**config.mk**
```make
export PLATFORM = sky130hd
export DESIGN_NAME = alu_sequencer
export DESIGN_NICKNAME = d
export VERILOG_FILES = /design/src/rtl/alu_sequencer.sv
export SDC_FILE = /design/constraint.sdc
export NUM_CORES = 1
export LEC_CHECK = 0
export CAP_MARGIN = 20
export CELL_PAD_IN_SITES_DETAIL_PLACEMENT = 1
export CELL_PAD_IN_SITES_GLOBAL_PLACEMENT = 1
export CORE_MARGIN = 10
export CORE_UTILIZATION = 38
export CTS_CLUSTER_SIZE = 24
export DETAILED_ROUTE_END_ITERATION = 12
export PLACE_DENSITY = 0.95
export SETUP_SLACK_MARGIN = 0.4
export SYNTH_ARGS = -nofsm -noshare
export SYNTH_HDL_FRONTEND = slang
export SYNTH_SLANG_ARGS = --single-unit
```
**constraint.sdc**
```tcl
create_clock -name clk -period 7.9 [get_ports clk]
set_clock_uncertainty 0.2 [all_clocks]
set_input_delay 1.975 -clock clk [delete_from_list [all_inputs] [get_ports clk]]
set_output_delay 1.975 -clock clk [all_outputs]
set_load 0.05 [all_outputs]
```
**src/rtl/alu_sequencer.sv**
```systemverilog
// Multi-cycle initiator for the datapath ALU: latches one request, holds the
// operands while the ALU settles, captures the wide result and writes it back.
module alu_sequencer #(
  parameter int EXEC_CYCLES = 1,
  parameter int DATA_WIDTH  = 32
) (
  input  logic                    clk,
  input  logic                    clr,
  input  logic                    start,
  input  logic [4:0]              op_in,
  input  logic [DATA_WIDTH-1:0]   a_in,
  input  logic [DATA_WIDTH-1:0]   b_in,
  output logic [4:0]              alu_op,
  output logic [DATA_WIDTH-1:0]   alu_a,
  output logic [DATA_WIDTH-1:0]   alu_b,
  input  logic [2*DATA_WIDTH-1:0] alu_c,
  output logic [DATA_WIDTH-1:0]   wb_data,
  output logic                    lo_we,
  output logic                    hi_we,
  output logic                    busy,
  output logic                    done,
  output logic                    err
);

  localparam logic [4:0] OP_ADD  = 5'b00011;
  localparam logic [4:0] OP_SUB  = 5'b00100;
  localparam logic [4:0] OP_SHR  = 5'b00101;
  localparam logic [4:0] OP_SHRA = 5'b00110;
  localparam logic [4:0] OP_SHL  = 5'b00111;
  localparam logic [4:0] OP_ROR  = 5'b01000;
  localparam logic [4:0] OP_ROL  = 5'b01001;
  localparam logic [4:0] OP_AND  = 5'b01010;
  localparam logic [4:0] OP_OR   = 5'b01011;
  localparam logic [4:0] OP_MUL  = 5'b01111;
  localparam logic [4:0] OP_DIV  = 5'b10000;
  localparam logic [4:0] OP_NEG  = 5'b10001;
  localparam logic [4:0] OP_NOT  = 5'b10010;

  localparam logic [3:0] CNT_INIT = 4'(EXEC_CYCLES - 1);

  typedef enum logic [2:0] {
    S_IDLE  = 3'd0,
    S_EXEC  = 3'd1,
    S_WB_LO = 3'd2,
    S_WB_HI = 3'd3,
    S_FIN   = 3'd4
  } state_t;

  // Latched request; y is the operand-A (Y) register.
  typedef struct packed {
    logic [4:0]            op;
    logic [DATA_WIDTH-1:0] y;
    logic [DATA_WIDTH-1:0] b;
  } req_t;

  state_t                  state_q, state_d;
  req_t                    req_q, req_d;
  logic [2*DATA_WIDTH-1:0] z_q, z_d;
  logic [3:0]              cnt_q, cnt_d;
  logic                    err_q, err_d;
  logic                    op_ok;
  logic                    wide_op;

  always_comb begin
    unique case (op_in)
      OP_ADD, OP_SUB, OP_SHR, OP_SHRA, OP_SHL, OP_ROR, OP_ROL,
      OP_AND, OP_OR, OP_MUL, OP_DIV, OP_NEG, OP_NOT: op_ok = 1'b1;
      default:                                        op_ok = 1'b0;
    endcase
  end

  assign wide_op = (req_q.op == OP_MUL) || (req_q.op == OP_DIV);

  always_ff @(posedge clk or posedge clr) begin
    if (clr) begin
      state_q <= S_IDLE;
      req_q   <= '0;
      z_q     <= '0;
      cnt_q   <= '0;
      err_q   <= 1'b0;
    end else begin
      state_q <= state_d;
      req_q   <= req_d;
      z_q     <= z_d;
      cnt_q   <= cnt_d;
      err_q   <= err_d;
    end
  end

  always_comb begin
    state_d = state_q;
    req_d   = req_q;
    z_d     = z_q;
    cnt_d   = cnt_q;
    err_d   = err_q;
    unique case (state_q)
      S_IDLE: begin
        if (start) begin
          req_d.op = op_in;
          cnt_d    = CNT_INIT;
          err_d    = !op_ok;
          // Rejected requests never touch the ALU operand registers.
          if (op_ok) begin
            req_d.y = a_in;
            req_d.b = b_in;
            state_d = S_EXEC;
          end else begin
            state_d = S_FIN;
          end
        end
      end
      S_EXEC: begin
        if (cnt_q == '0) begin
          z_d     = alu_c;
          state_d = S_WB_LO;
        end else begin
          cnt_d = cnt_q - 4'd1;
        end
      end
      S_WB_LO: state_d = wide_op ? S_WB_HI : S_FIN;
      S_WB_HI: state_d = S_FIN;
      S_FIN:   state_d = S_IDLE;
      default: state_d = S_IDLE;
    endcase
  end

  assign alu_a = req_q.y;
  assign alu_b = req_q.b;

  always_comb begin
    alu_op  = '0;
    wb_data = '0;
    lo_we   = 1'b0;
    hi_we   = 1'b0;
    busy    = 1'b0;
    done    = 1'b0;
    err     = 1'b0;
    unique case (state_q)
      S_EXEC: begin
        busy   = 1'b1;
        alu_op = req_q.op;
      end
      S_WB_LO: begin
        busy    = 1'b1;
        alu_op  = req_q.op;
        wb_data = z_q[DATA_WIDTH-1:0];
        lo_we   = 1'b1;
      end
      S_WB_HI: begin
        busy    = 1'b1;
        alu_op  = req_q.op;
        wb_data = z_q[2*DATA_WIDTH-1:DATA_WIDTH];
        hi_we   = 1'b1;
      end
      S_FIN: begin
        busy = 1'b1;
        done = 1'b1;
        err  = err_q;
        if (!err_q) alu_op = req_q.op;
      end
      default: ;
    endcase
  end

endmodule

```
# --- Word level (Yosys, flattened, before mapping) ---
# Memory sizes are Yosys's and may differ from the RTL's.
# Cells that the tools add are included.
op_classes:
  n_eq_ne: 9
  reduce_logical: 12
  n_mux: 16
  addsub: 1
op_table:
  columns: ["cell", "n"]
  rows:
  - ["$pmux 32 s2", 1]
  - ["$mux 3", 4]
  - ["$pmux 3 s4", 1]
  - ["$pmux 5 s2", 1]
  - ["$mux 4", 2]
  - ["$pmux 4 s2", 1]
  - ["$eq 3x2->1 const B", 2]
  - ["$ne 2x2->1 const B", 3]
  - ["$reduce_and 2->1", 3]
  - ["$reduce_and 3->1", 2]
  - ["$eq 5x4->1 const B", 1]
  - ["$eq 5x5->1 const B", 1]
  - ["$mux 1", 5]
  - ["$mux 5", 1]
  - ["$logic_not 4->1", 1]
  - ["$reduce_or 4->1", 1]
  - ["$sub 4x1->4 const B", 1]
  - ["$eq 3x1->1 const B", 1]
  - ["$eq 3x3->1 const B", 1]
  - ["$logic_not 3->1", 1]
  - ["$reduce_or 3->1", 1]
  - ["$reduce_bool 2->1", 1]
  - ["$logic_not 1->1", 1]
  - ["$logic_or 1x1->1", 1]
totals:
  rom_bits: 32
  inputBits: 136
  regBits: 141
  output_inout_bits: 106
  mem_count: 1
mem_list:
  columns: ["memory", "words", "word_bits", "rd", "rd_ports_with_merged_regs", "write_ports", "line", "rtl"]
  rows:
  - ["(no name shown)", 32, 1, 1, 0, 0, "65", "unique case (op_in)"]

# --- Depth between registers and ports, before layout ---
logic_depth:
  word_depth: 4
  mapped_depth: 8
  mapped_depth_nobuf: 6

# --- Worst setup path after synthesis ---
# No wires, ideal clock.
synth_timing:
  path_type: "flip-flop to output port"
  startpoint: "register state_q[0]"
  endpoint: "output wb_data[10]"
  setup_slack_ps: 3770
  arrival_ps: 1955
  required_time_ps: 5725
  stages_incl_launch_ff: 6
  path_cell_list: "dfrtp_1 > buf_2 > buf_1 > buf_2 > mux2i_1 > nor2_1"
synth_via:
  elab_chain_len: 2
synth_lines:
  columns: ["item", "line", "rtl"]
  rows:
  - ["start, declared", "56", "state_t state_q, state_d;"]
  - ["start signal, assigned", "82", "state_q <= state_d;"]
  - ["$eq 3x2->1", "138", "unique case (state_q)"]
  - ["$pmux 32 s2 (*)", "138", null]
  - ["end, declared", "17", "output logic [DATA_WIDTH-1:0] wb_data,"]
# Every way passes the cells marked *; elsewhere a longest branch is shown, timed or not.

# --- Worst setup path in the final report ---
layout_timing:
  startpoint: "register state_q[0]"
  endpoint: "output alu_op[1]"
layout_via:
  elab_chain_len: 3
layout_lines:
  columns: ["item", "line", "rtl"]
  rows:
  - ["$eq 3x1->1 / $eq 3x2->1 (equally long branches)", "138", null]
  - ["$reduce_or 3->1 (no line)", null, null]
  - ["$pmux 5 s2 (*)", "138", null]
  - ["end, declared", "13", "output logic [4:0] alu_op,"]
# Marked as above.

==> reports/results.ini <==
[status]
status = complete, no violations

[synthesis]
syn-num-nets = 637
synth.most_common_cell = dfrtp_1
avgSynthCellArea_um2 = 13.4
synthCells = 499
yosysWarnings = 0
synth_area_leader_cell = dfrtp_1
ys_top_cells_by_count = dfrtp_1, mux2_2, buf_4
synth_top_cell_area_share = 0.528
async_flop_share = 1.00
synthTopCellsByArea = dfrtp_1, mux2_2, mux2_4
ys_seq_area_frac = 0.528
ys_ff_latch = 141
synthFlopType = dfrtp_1
yosysUniqueCellTypes = 36
synth_edf_count = 0
synth_area_um2 = 6680

[cts]
cts-root-buf = clkbuf_16
cts_resized = 0
cts_buffers = 17
numClockSinks = 141
clk_pin_slew_worst_paths_ns = 0.06
postCtsSetupRepairBufs = 0
clk_path_buf_depth = 2
h-tree-depth = 4
clkLatencyLatePin_ns = 0.41
cts_tree = yes
cts_hold_buf = 0

[power]
ir_drop_mv = 0.223
cellLeakagePower_nw = 4.04
total_power_w = 0.00413
power_per_cell_area_nw_per_um2 = 438

[detailed_routing]
drc = 0
dr.first_iter.drc_count = 98
drt-vias-per-instance = 4.84
routed_wl_mm = 20.1
drt_pre_antenna_iters = 4
num_vias = 4425
wire_per_inst_um = 22.0
ant_nets = 0

[sta]
max_freq_ghz = 0.197
rsz0062_at_grt = no
period_minus_slack_ns = 5.06
final_hold_viol_count = 0
tightest_slew_ns = 1.10
setup_viol = 0
drv_slew = 0
finalSetupTns_ns = 0
hold_slack_ns = 0.309
final.period_utilization = 0.641
maxSlewHeadroom = 0.266

[worst_setup_path]
worstSetupPathType = reg2out
crit_path_start = state_q[0]
crit_path_max_fanout = 45
reg2regPathDepth = 6
r2r_slack_ns = 4.69
r2r-end = alu_a[30]
required_ns = 5.73
crit_arrival_ns = 2.89
crit_path_end = alu_op[1]
crit_path_end_kind = output port
critPathLaunchType = flip-flop
r2r-start = state_q[0]

[final_layout]
layout-drive-gt1-share = 0.247
final_area_um2 = 9420
final_nets = 814
syn2layout_area_growth_pct = 41.0
antenna_cells = 0
fillCellCount = 1721

[worst_hold_path]
min_from = z_q[41]
hold_class = reg2reg

[die]
die-width_um = 153
dieHeight_um = 153
ios = 242
core_um2 = 17200
die_area_um2 = 23300
row_count = 48
initial_core_util = 0.388

[job]
cap_violations = 0

[global_route]
first_global_vias = 5303
top_usage_layer = met2
met2_usage = 0.323
antenna_found_initial = 0
grt_first_pass_wirelength_mm = 31.2
grt_usage = 0.171
grt_use_met3 = 0.0581
gr-total-overflow = 0
grtUsageMet1 = 0.166
grt_max_degree = 73

[place]
place_area_um2 = 8810
gp_congestion = 0.768
portBuffers = 241
dp_hpwl_mm = 15.1

## routing by layer
layer  vias up  share of wire
met5         -              0
met4         0          0.024
met3        31          0.062
met2       146           0.56
met1      2256           0.36
li1       1992              -
## registers in the layout, summed over array words and instances, names as in the netlist
| name | cells |
|---|---|
| z_q | 64 |
| alu_a | 32 |
| cnt_q | 4 |
| alu_b | 32 |
| state_q | 3 |
| err_q | 1 |
| req_q | 5 |
## placed cells by master, fill, tap and decap left out, drive strengths merged, types with 2 or more instances in the layout
cell | netlist | layout
mux2 | 129 | 129
o21ai | 7 | 7
nand2b | 9 | 9
mux2i | 32 | 32
clkinv | 0 | 2
and2 | 6 | 6
nor3b | 2 | 2
nand2 | 20 | 20
nor2b | 2 | 2
a22o | 4 | 4
nor2 | 35 | 35
buf | 79 | 5
clkinvlp | 0 | 5
clkbuf | 10 | 21
ha | 2 | 2
dfrtp | 141 | 141
inv | 4 | 6
clkdlybuf4s50 | 0 | 241
bufinv | 0 | 3
## cell families (layout without fill, tap and decap cells)
family                     count (synthesis)  after routing  synth area share
DFF                                      141            141             0.528
buffers and inverters                     93            283            0.0963
xor gates and xnor gates                   1              1           0.00131
adders and majority gates                  2              2           0.00375
muxes                                    161            161             0.293
and+or+nand+nor                           84             84            0.0601
AOI/OAI and AO/OA                         17             17            0.0174
## worst min path at each step
stage                    end  slack, ns  cells after the start
finish               z_q[41]       0.31                      1
detailed placement  alu_a[8]       0.29                      1
global route         z_q[51]       0.32                      1
CTS                  z_q[51]       0.31                      1
floorplan              err_q       0.25                      2
global placement       err_q       0.28                      2
## layout make-up
cell class	count	area, um^2	share of cell area
timing repair buffer	247	2450	0.261
tap	225	282	0.0299
clock buffer	20	447	0.0474
inverter	4	20.0	0.00212
sequential	141	3530	0.375
clock inverter	12	163	0.0173
multi-input combinational	265	2530	0.268
## metrics by stage
stage	instances	worst slack, ns	utilization
floorplan	499	1.94	-
global placement	881	3.21	0.511
detailed placement	881	3.03	0.511
CTS	913	2.77	0.546
global route	914	2.61	0.547
finish	914	2.84	0.547
## worst max-delay path, stage by stage, from the launching register on
cell	delay (ns)
dfrtp_2	0.34
buf_4	0.55
nor2_1	0.23
o21ai_0	0.37
and2_1	0.18
clkdlybuf4s50_1	0.80
## power breakdown
group / total (W) / leakage [nW] / internal (W) / switching [W]
Sequential: 0.00130 / 1.67 / 0.00108 / 0.000224
Combinational: 0.00200 / 2.09 / 0.000843 / 0.00115
Clock: 0.000828 / 0.279 / 0.000508 / 0.000320
No activity file was read; power rests on OpenSTA's default activity.
